$ cat src/rtl/bit_serial_add_ctrl_if.sv
// Bundle of every non-clock signal of the bit-serial adder controller.
//   slave  : controller view. It receives the requests, drives the datapath and the result.
//   master : environment view. This covers the requesters, the datapath and the result consumer.
// Signals:
//   req0_*/req1_* : per-requester valid/ready handshake, operands a/b and carry-in.
//   dp_*          : parallel load and operands toward the datapath, sum/carry back.
//   res_*         : result handshake with captured sum, carry-out and owner id.
//   busy          : controller is not idle.
interface bit_serial_add_ctrl_if #(
  parameter int N = 8
);
  logic         req0_valid;
  logic         req0_ready;
  logic [N-1:0] req0_a;
  logic [N-1:0] req0_b;
  logic         req0_cin;
  logic         req1_valid;
  logic         req1_ready;
  logic [N-1:0] req1_a;
  logic [N-1:0] req1_b;
  logic         req1_cin;
  logic         dp_load;
  logic [N-1:0] dp_a;
  logic [N-1:0] dp_b;
  logic         dp_cy_in;
  logic [N-1:0] dp_sum;
  logic         dp_cy_out;
  logic         res_valid;
  logic         res_ready;
  logic [N-1:0] res_sum;
  logic         res_cout;
  logic         res_id;
  logic         busy;

  modport slave (
    input  req0_valid, req0_a, req0_b, req0_cin,
    output req0_ready,
    input  req1_valid, req1_a, req1_b, req1_cin,
    output req1_ready,
    output dp_load, dp_a, dp_b, dp_cy_in,
    input  dp_sum, dp_cy_out,
    output res_valid, res_sum, res_cout, res_id,
    input  res_ready,
    output busy
  );

  modport master (
    output req0_valid, req0_a, req0_b, req0_cin,
    input  req0_ready,
    output req1_valid, req1_a, req1_b, req1_cin,
    input  req1_ready,
    input  dp_load, dp_a, dp_b, dp_cy_in,
    output dp_sum, dp_cy_out,
    input  res_valid, res_sum, res_cout, res_id,
    output res_ready,
    input  busy
  );
endinterface

$ cat src/rtl/bit_serial_add_ctrl.sv
// Controller for an N-bit bit-serial adder datapath. It arbitrates two requesters
// round-robin, parallel-loads the datapath, counts N shift cycles, captures the sum
// and carry-out, and returns the result tagged with the requester id.
// Ports:
//   clk : rising-edge clock
//   rst : asynchronous active-high reset
//   bus : bit_serial_add_ctrl_if.slave (requests, datapath control, result, busy)
module bit_serial_add_ctrl #(
  parameter int N = 8
) (
  input  logic                  clk,
  input  logic                  rst,
  bit_serial_add_ctrl_if.slave  bus
);
  localparam int CW = $clog2(N + 1);

  typedef enum logic [2:0] {
    S_IDLE,
    S_LOAD,
    S_SHIFT,
    S_CAPTURE,
    S_RESP
  } state_t;

  state_t        state_q, state_d;
  logic [CW-1:0] cnt_q, cnt_d;
  logic          last_q, last_d;     // requester served most recently
  logic [N-1:0]  a_q, a_d;
  logic [N-1:0]  b_q, b_d;
  logic          cin_q, cin_d;
  logic          id_q, id_d;         // owner of the in-flight operation
  logic          res_valid_q, res_valid_d;
  logic [N-1:0]  res_sum_q, res_sum_d;
  logic          res_cout_q, res_cout_d;
  logic          res_id_q, res_id_d;
  logic          grant0, grant1;

  // State register
  always_ff @(posedge clk or posedge rst) begin
    if (rst) begin
      state_q     <= S_IDLE;
      cnt_q       <= '0;
      last_q      <= 1'b1;           // requester 0 wins the first tie
      a_q         <= '0;
      b_q         <= '0;
      cin_q       <= 1'b0;
      id_q        <= 1'b0;
      res_valid_q <= 1'b0;
      res_sum_q   <= '0;
      res_cout_q  <= 1'b0;
      res_id_q    <= 1'b0;
    end else begin
      state_q     <= state_d;
      cnt_q       <= cnt_d;
      last_q      <= last_d;
      a_q         <= a_d;
      b_q         <= b_d;
      cin_q       <= cin_d;
      id_q        <= id_d;
      res_valid_q <= res_valid_d;
      res_sum_q   <= res_sum_d;
      res_cout_q  <= res_cout_d;
      res_id_q    <= res_id_d;
    end
  end

  // Next-state logic
  always_comb begin
    state_d     = state_q;
    cnt_d       = cnt_q;
    last_d      = last_q;
    a_d         = a_q;
    b_d         = b_q;
    cin_d       = cin_q;
    id_d        = id_q;
    res_valid_d = res_valid_q;
    res_sum_d   = res_sum_q;
    res_cout_d  = res_cout_q;
    res_id_d    = res_id_q;
    case (state_q)
      S_IDLE: begin
        if (grant0) begin
          a_d     = bus.req0_a;
          b_d     = bus.req0_b;
          cin_d   = bus.req0_cin;
          id_d    = 1'b0;
          last_d  = 1'b0;
          state_d = S_LOAD;
        end else if (grant1) begin
          a_d     = bus.req1_a;
          b_d     = bus.req1_b;
          cin_d   = bus.req1_cin;
          id_d    = 1'b1;
          last_d  = 1'b1;
          state_d = S_LOAD;
        end
      end
      S_LOAD: begin
        cnt_d   = '0;
        state_d = S_SHIFT;
      end
      S_SHIFT: begin
        cnt_d = cnt_q + CW'(1);
        // The edge leaving SHIFT with cnt_q == N-1 is the N-th shift edge.
        if (cnt_q == CW'(N - 1)) begin
          state_d = S_CAPTURE;
        end
      end
      S_CAPTURE: begin
        // The datapath keeps shifting, so this edge is the only one where its sum is whole.
        res_sum_d   = bus.dp_sum;
        res_cout_d  = bus.dp_cy_out;
        res_id_d    = id_q;
        res_valid_d = 1'b1;
        state_d     = S_RESP;
      end
      S_RESP: begin
        if (bus.res_ready) begin
          res_valid_d = 1'b0;
          state_d     = S_IDLE;
        end
      end
      default: state_d = S_IDLE;
    endcase
  end

  // Output logic. The round-robin grant is combinational and only live in IDLE.
  always_comb begin
    grant0      = 1'b0;
    grant1      = 1'b0;
    bus.dp_load = 1'b0;
    bus.busy    = 1'b1;
    case (state_q)
      S_IDLE: begin
        bus.busy = 1'b0;
        grant0   = bus.req0_valid && (!bus.req1_valid || last_q);
        grant1   = bus.req1_valid && (!bus.req0_valid || !last_q);
      end
      S_LOAD:  bus.dp_load = 1'b1;
      default: ;
    endcase
  end

  assign bus.req0_ready = grant0;
  assign bus.req1_ready = grant1;
  assign bus.dp_a       = a_q;
  assign bus.dp_b       = b_q;
  assign bus.dp_cy_in   = cin_q;
  assign bus.res_valid  = res_valid_q;
  assign bus.res_sum    = res_sum_q;
  assign bus.res_cout   = res_cout_q;
  assign bus.res_id     = res_id_q;
endmodule
$ cat src/flat_wrapper.sv
// flat-port wrapper written by rule: the top's interface ports become plain ports
module bit_serial_add_ctrl_flat 
#(
  parameter int N = 8
)
  (clk, rst, bus_req0_valid, bus_req0_a, bus_req0_b, bus_req0_cin, bus_req0_ready, bus_req1_valid, bus_req1_a, bus_req1_b, bus_req1_cin, bus_req1_ready, bus_dp_load, bus_dp_a, bus_dp_b, bus_dp_cy_in, bus_dp_sum, bus_dp_cy_out, bus_res_valid, bus_res_sum, bus_res_cout, bus_res_id, bus_res_ready, bus_busy);
  bit_serial_add_ctrl_if #(.N(N)) bus_i ();
  input  logic clk;
  input  logic rst;
  input wire logic [$bits(bus_i.req0_valid)-1:0] bus_req0_valid;
  input wire logic [$bits(bus_i.req0_a)-1:0] bus_req0_a;
  input wire logic [$bits(bus_i.req0_b)-1:0] bus_req0_b;
  input wire logic [$bits(bus_i.req0_cin)-1:0] bus_req0_cin;
  output wire logic [$bits(bus_i.req0_ready)-1:0] bus_req0_ready;
  input wire logic [$bits(bus_i.req1_valid)-1:0] bus_req1_valid;
  input wire logic [$bits(bus_i.req1_a)-1:0] bus_req1_a;
  input wire logic [$bits(bus_i.req1_b)-1:0] bus_req1_b;
  input wire logic [$bits(bus_i.req1_cin)-1:0] bus_req1_cin;
  output wire logic [$bits(bus_i.req1_ready)-1:0] bus_req1_ready;
  output wire logic [$bits(bus_i.dp_load)-1:0] bus_dp_load;
  output wire logic [$bits(bus_i.dp_a)-1:0] bus_dp_a;
  output wire logic [$bits(bus_i.dp_b)-1:0] bus_dp_b;
  output wire logic [$bits(bus_i.dp_cy_in)-1:0] bus_dp_cy_in;
  input wire logic [$bits(bus_i.dp_sum)-1:0] bus_dp_sum;
  input wire logic [$bits(bus_i.dp_cy_out)-1:0] bus_dp_cy_out;
  output wire logic [$bits(bus_i.res_valid)-1:0] bus_res_valid;
  output wire logic [$bits(bus_i.res_sum)-1:0] bus_res_sum;
  output wire logic [$bits(bus_i.res_cout)-1:0] bus_res_cout;
  output wire logic [$bits(bus_i.res_id)-1:0] bus_res_id;
  input wire logic [$bits(bus_i.res_ready)-1:0] bus_res_ready;
  output wire logic [$bits(bus_i.busy)-1:0] bus_busy;
  assign bus_i.req0_valid = bus_req0_valid;
  assign bus_i.req0_a = bus_req0_a;
  assign bus_i.req0_b = bus_req0_b;
  assign bus_i.req0_cin = bus_req0_cin;
  assign bus_req0_ready = bus_i.req0_ready;
  assign bus_i.req1_valid = bus_req1_valid;
  assign bus_i.req1_a = bus_req1_a;
  assign bus_i.req1_b = bus_req1_b;
  assign bus_i.req1_cin = bus_req1_cin;
  assign bus_req1_ready = bus_i.req1_ready;
  assign bus_dp_load = bus_i.dp_load;
  assign bus_dp_a = bus_i.dp_a;
  assign bus_dp_b = bus_i.dp_b;
  assign bus_dp_cy_in = bus_i.dp_cy_in;
  assign bus_i.dp_sum = bus_dp_sum;
  assign bus_i.dp_cy_out = bus_dp_cy_out;
  assign bus_res_valid = bus_i.res_valid;
  assign bus_res_sum = bus_i.res_sum;
  assign bus_res_cout = bus_i.res_cout;
  assign bus_res_id = bus_i.res_id;
  assign bus_i.res_ready = bus_res_ready;
  assign bus_busy = bus_i.busy;
  bit_serial_add_ctrl #(.N(N)) u_core (.clk(clk), .rst(rst), .bus(bus_i));
endmodule
$ cat config.mk
export PLATFORM = sky130hd
export DESIGN_NAME = bit_serial_add_ctrl_flat
export DESIGN_NICKNAME = d
export VERILOG_FILES = /design/src/rtl/bit_serial_add_ctrl_if.sv /design/src/rtl/bit_serial_add_ctrl.sv /design/src/flat_wrapper.sv
export SDC_FILE = /design/constraint.sdc
export NUM_CORES = 1
export LEC_CHECK = 0
export ABC_AREA = 1
export CAP_MARGIN = 25
export CORE_ASPECT_RATIO = 0.9
export CORE_UTILIZATION = 40
export CTS_CLUSTER_DIAMETER = 100
export DETAILED_ROUTE_END_ITERATION = 7
export HOLD_SLACK_MARGIN = 0.03
export PLACE_DENSITY = 0.76
export REMOVE_ABC_BUFFERS = 1
export SYNTH_ARGS = -nofsm -noshare
export SYNTH_HDL_FRONTEND = slang
export SYNTH_SLANG_ARGS = --single-unit
$ cat constraint.sdc
create_clock -name clk -period 1.8 [get_ports clk]
set_input_delay 0.45 -clock clk [delete_from_list [all_inputs] [get_ports clk]]
set_output_delay 0.45 -clock clk [all_outputs]
set_load 0.005 [all_outputs]
# After elaboration in Yosys (flattened, before gate mapping)
# Index checks and enable logic that the tools add are counted.
dict set report totals {
  ff_bits 37
  latchBits 0
  ram_bits 0
  rom_bits 0
  in_bits 48
  wordCells 54
  n_memories 0
}
dict set report classes {
  add_sub_neg 1
  n_mul 0
  div_mod_pow 0
  n_lt_le_gt_ge 0
  n_eq_ne 8
  shifts 0
  n_mux 20
  bitwise_logic 0
  reduce_logical 14
}
# operator count
set ops {}
lappend ops {{$mux 8} 4}
lappend ops {{$pmux 3 s5} 1}
lappend ops {{$mux 3} 4}
lappend ops {{$mux 1} 9}
lappend ops {{$pmux 4 s2} 1}
lappend ops {{$eq 3x2->1 const B} 2}
lappend ops {{$reduce_bool 2->1} 3}
lappend ops {{$add 4x1->4 const B} 1}
lappend ops {{$eq 4x3->1 const B} 1}
lappend ops {{$reduce_and 2->1} 2}
lappend ops {{$eq 3x1->1 const B} 1}
lappend ops {{$eq 3x3->1 const B} 1}
lappend ops {{$logic_not 1->1} 3}
lappend ops {{$logic_not 3->1} 1}
lappend ops {{$ne 3x3->1 const B} 1}
lappend ops {{$reduce_and 3->1} 1}
lappend ops {{$logic_and 1x1->1} 2}
lappend ops {{$logic_or 1x1->1} 2}
lappend ops {{$ne 2x1->1 const B} 1}
lappend ops {{$ne 2x2->1 const B} 1}
lappend ops {{$pmux 1 s2} 1}

# Longest topological paths before layout
dict set report logic_depth {
  ltp_word 7
  depth_mapped 8
  depth_no_buf 7
}

# Least setup slack after synthesis
# OpenSTA, ideal clock, no wires.
dict set report synth_path {
  kind {reg2out}
  startpoint {reg u_core.last_q}
  endpoint {out bus_req0_ready}
  arrival_ps 922
  path_slack_ps 428
  stages_incl_launch_ff 5
  path_buffers 0
  path_cell_list {dfstp_2 -> nand2_1 -> nand2_2 -> nand2_4 -> inv_1}
}
dict set report synth_between {
  elab_chain_len 3
}
# element line
set synth_rtl {}
lappend synth_rtl {{from (decl)} bit_serial_add_ctrl.sv:27} ;# logic last_q, last_d;
lappend synth_rtl {{from (signal assigned)} bit_serial_add_ctrl.sv:55} ;# last_q <= last_d;
lappend synth_rtl {{$logic_or 1x1->1} bit_serial_add_ctrl.sv:136} ;# grant0 = bus.req0_valid && (!bus.req1_valid || last_q);
lappend synth_rtl {{$logic_and 1x1->1} bit_serial_add_ctrl.sv:136}
lappend synth_rtl {{$mux 1} bit_serial_add_ctrl.sv:133} ;# case (state_q)
lappend synth_rtl {{to (decl)} flat_wrapper.sv:14} ;# output wire logic [$bits(bus_i.req0_ready)-1:0] bus_req0_ready;
# Every way passes these cells.

# Worst setup path after layout
dict set report layout_path {
  startpoint {reg u_core.state_q[2]}
  endpoint {out bus_req0_ready}
}
dict set report layout_between {
  elab_chain_len 2
}
# element line
set layout_rtl {}
lappend layout_rtl {{from (decl)} bit_serial_add_ctrl.sv:25} ;# state_t state_q, state_d;
lappend layout_rtl {{from (signal assigned)} bit_serial_add_ctrl.sv:53} ;# state_q <= state_d;
lappend layout_rtl {{$logic_not 3->1} bit_serial_add_ctrl.sv:133}
lappend layout_rtl {{$mux 1} bit_serial_add_ctrl.sv:133}
# Every way passes these cells.

==> metrics.md <==
| Metric | Value |
|---|---|
| Post-Syn Instances | `246` |
| Post-Syn Area per Cell | `7.57 sq um` |
| Crit path launch type | `flip-flop` |
| Final Skew | `0.0110 ns` |
| DR vias | `1,821` |
| Grt total ovfl | `0` |
| Outcome | `finished clean` |
| Critical path fanouts, max | `4` |
| Hold EP | `u_core.bus.dp_b[1]$_DFFE_PP0P_` |
| Pwr/cell area | `1580 nW/um^2` |
| Drt drc | `0` |
| Worst min path class | `reg -> reg` |
| Wire per inst | `11.4 microns` |
| Min-delay src | `u_core.bus.dp_b[1]$_DFFE_PP0P_` |
| Drt initial violations | `105` |
| Share of layout cells above drive strength 1 | `0.141` |
| Initial Util | `0.418` |
| Total of flip-flops plus latches after synthesis | `37` |
| CTS Buf Count | `5` |
| Clock sinks | `37` |
| IO Count | `80` |
| Placer congestion estimate | `0.775` |
| Worst hold slack | `0.480 ns` |
| Number of max-cap violations | `0` |
| Clock buffer depth | `2` |
| Die area | `4940 sq um` |
| Clock-pin slew on the worst setup and hold paths | `0.07 ns` |
| Num rows | `23` |
| Die width | `73.9 microns` |
| Worst r2r path cells | `9` |
| I/O Buffers | `79` |
| R2R Path Start | `u_core.state_q[2]$_DFFE_PP0P_` |
| Number of diodes | `0` |
| H-tree depth | `2` |
| First-pass GRT wire length | `7510 microns` |
| Sequential area share after synthesis | `0.498` |
| Element type at the critical path end | `output pin` |
| Worst slew pin tran | `0.202 ns` |
| Hold Path Cell Cnt | `2` |
| Minimum clock period | `1.76 ns` |
| Vias in the first global route | `1,606` |
| CP required | `1.35 ns` |
| Endpoints failing setup | `0` |
| Antenna violations before repair | `0` |
| Fmax achieved | `569 MHz` |
| Tcrit/Tclk final | `0.976` |
| Detailed Routing Iterations Pass 1 | `4` |
| Post-synth top cells | `nand2_1, inv_1, nand3_1, dfrtp_1, o21ai_0` |
| Post-route ant nets | `0` |
| Post-CTS Hold Fix Bufs | `0` |
| CP Class | `reg -> out` |
| Post-synth EDFFs | `0` |
| Core Box Area | `4460 sq um` |
| Area contributors post-synth | `dfrtp_1, nand2_1, nand3_1` |
| Total power | `0.00470 W` |
| Layout area overhead | `60.1%` |
| Gr usage total | `0.205` |
| Peak supply drop | `0.819 mV` |
| Max_slew headroom | `0.866` |
| CP Data Arrival Time | `1.31 ns` |
| Largest net degree at the start of global routing | `38` |
| Leakage | `1.59 nW` |
| Reg2Reg Setup Slack | `0.28 ns` |
| RSZ-0062 raised after global routing | `true` |
| Synth top area share | `0.484` |
| Mapped Area | `1860 sq um` |
| Main synth FF type | `dfrtp_1` |
| Die H | `66.7 microns` |
| Reg2Reg Capture Point | `u_core.bus.dp_b[0]$_DFFE_PP0P_` |
| Count leader, synth | `nand2_1` |
| Asr flop ratio synth | `1.00` |
| Vias per cell | `4.45` |
| Final Max Tran Viols | `0` |
| Final Hold Fails | `0` |
| Post-DP HPWL | `3270 microns` |
| Post-synthesis cell type count | `20` |
| DRT Wirelength | `4650 microns` |
| Biggest area consumer among synthesized cells | `dfrtp_1` |
| Synthesis warning total | `0` |
| TritonCTS clock tree | `built` |
| Root buffer cell | `clkbuf_8` |
| Layout net count | `395` |
| Clk_lat worst skew | `0.29 ns` |
## sequential cells by signal, indices dropped and copies added (netlist names), 3 cells and up
signal,flops
u_core.bus.dp_a,8
u_core.bus.dp_b,8
u_core.bus.res_sum,8
u_core.cnt_q,4
u_core.state_q,3
## cells by family after synthesis
| kind of cell | after synthesis | synth area share |
|---|---|---|
| AO/OA/AOI/OAI | 15 | 0.0416 |
| buffers and inverters | 62 | 0.139 |
| AND/OR/NAND/NOR | 131 | 0.315 |
| flip-flops | 37 | 0.498 |
| adder cells (fa/ha/maj) | 1 | 0.00671 |
## timing repair
item,CTS,global route
gates resized for setup,21,7
buffers inserted,7,1
pin swaps,2,1
gates cloned,0,0
endpoints found under the setup margin,4,3
## worst max-delay path, stage by stage, from the launching register on
cell and delay (ns):
dfrtp_1 0.41, inv_2 0.10, buf_6 0.10, nand2_4 0.06, nor2_8 0.12, nand2_4 0.06
inv_4 0.06, buf_2 0.10
## metal layers
| metal | GRT usage | wire length (microns) | up-vias |
|---|---|---|---|
| met5 | 0 | 0 | - |
| met4 | 0.0577 | 29 | 0 |
| met3 | 0.0605 | 232 | 2 |
| met2 | 0.320 | 2340 | 44 |
| met1 | 0.275 | 2060 | 835 |
| li1 | - | - | 940 |
## final cells by class
| class | count | area [sq um] |
|---|---|---|
| inverters | 55 | 216 |
| clock inverters | 2 | 13.8 |
| clock buffers | 6 | 82.6 |
| well taps | 62 | 77.6 |
| repair buffers | 100 | 962 |
| flip-flops and latches | 37 | 928 |
| multi-input cells | 147 | 702 |
| fillers | 377 | 1480 |
## where the power goes
group / internal, W / total [W] / switching [W]
Combinational: 0.00137 / 0.00262 / 0.00125
Sequential: 0.00125 / 0.00148 / 0.000228
Clock: 0.000310 / 0.000607 / 0.000297
## per-stage QoR
step                      setup WS (ns)  TNS (ns)   util  cells  area [sq um]
after global routing            -0.0293   -0.0452  0.669    409          2980
final                            0.0438         0  0.669    409          2980
after floorplan                   0.275         0      -    239          1820
after global placement           -0.463    -0.902  0.629    393          2810
after detailed placement         -0.481    -0.932  0.629    393          2810
after CTS                       -0.0597   -0.0597  0.666    408          2970
## worst max path at each step
stage	startpoint	to	slack, ns	depth (start not counted)
CTS	u_core.state_q[0]$_DFFE_PP0P_	bus_req0_ready	-0.06	7
detailed placement	bus_req0_valid	bus_req0_ready	-0.48	6
global placement	bus_req0_valid	bus_req0_ready	-0.46	6
finish	u_core.state_q[2]$_DFFE_PP0P_	bus_req0_ready	0.04	7
floorplan	u_core.last_q$_DFFE_PP1P_	bus_req0_ready	0.28	4
global route	u_core.state_q[0]$_DFFE_PP0P_	bus_req0_ready	-0.03	7
## layout by cell type, fill, tap and decap left out, drive strengths merged
cell type	n
clkinv	3
clkdlybuf4s50	73
nand2	81
nand4	1
clkbuf	7
ha	1
o21ai	12
o31ai	1
inv	54
nand3	39
nor3	2
a21oi	2
dfstp	1
nor2	8
buf	23
dlygate4sd2	3
dfrtp	36
No activity file was read; power rests on OpenSTA's default activity.
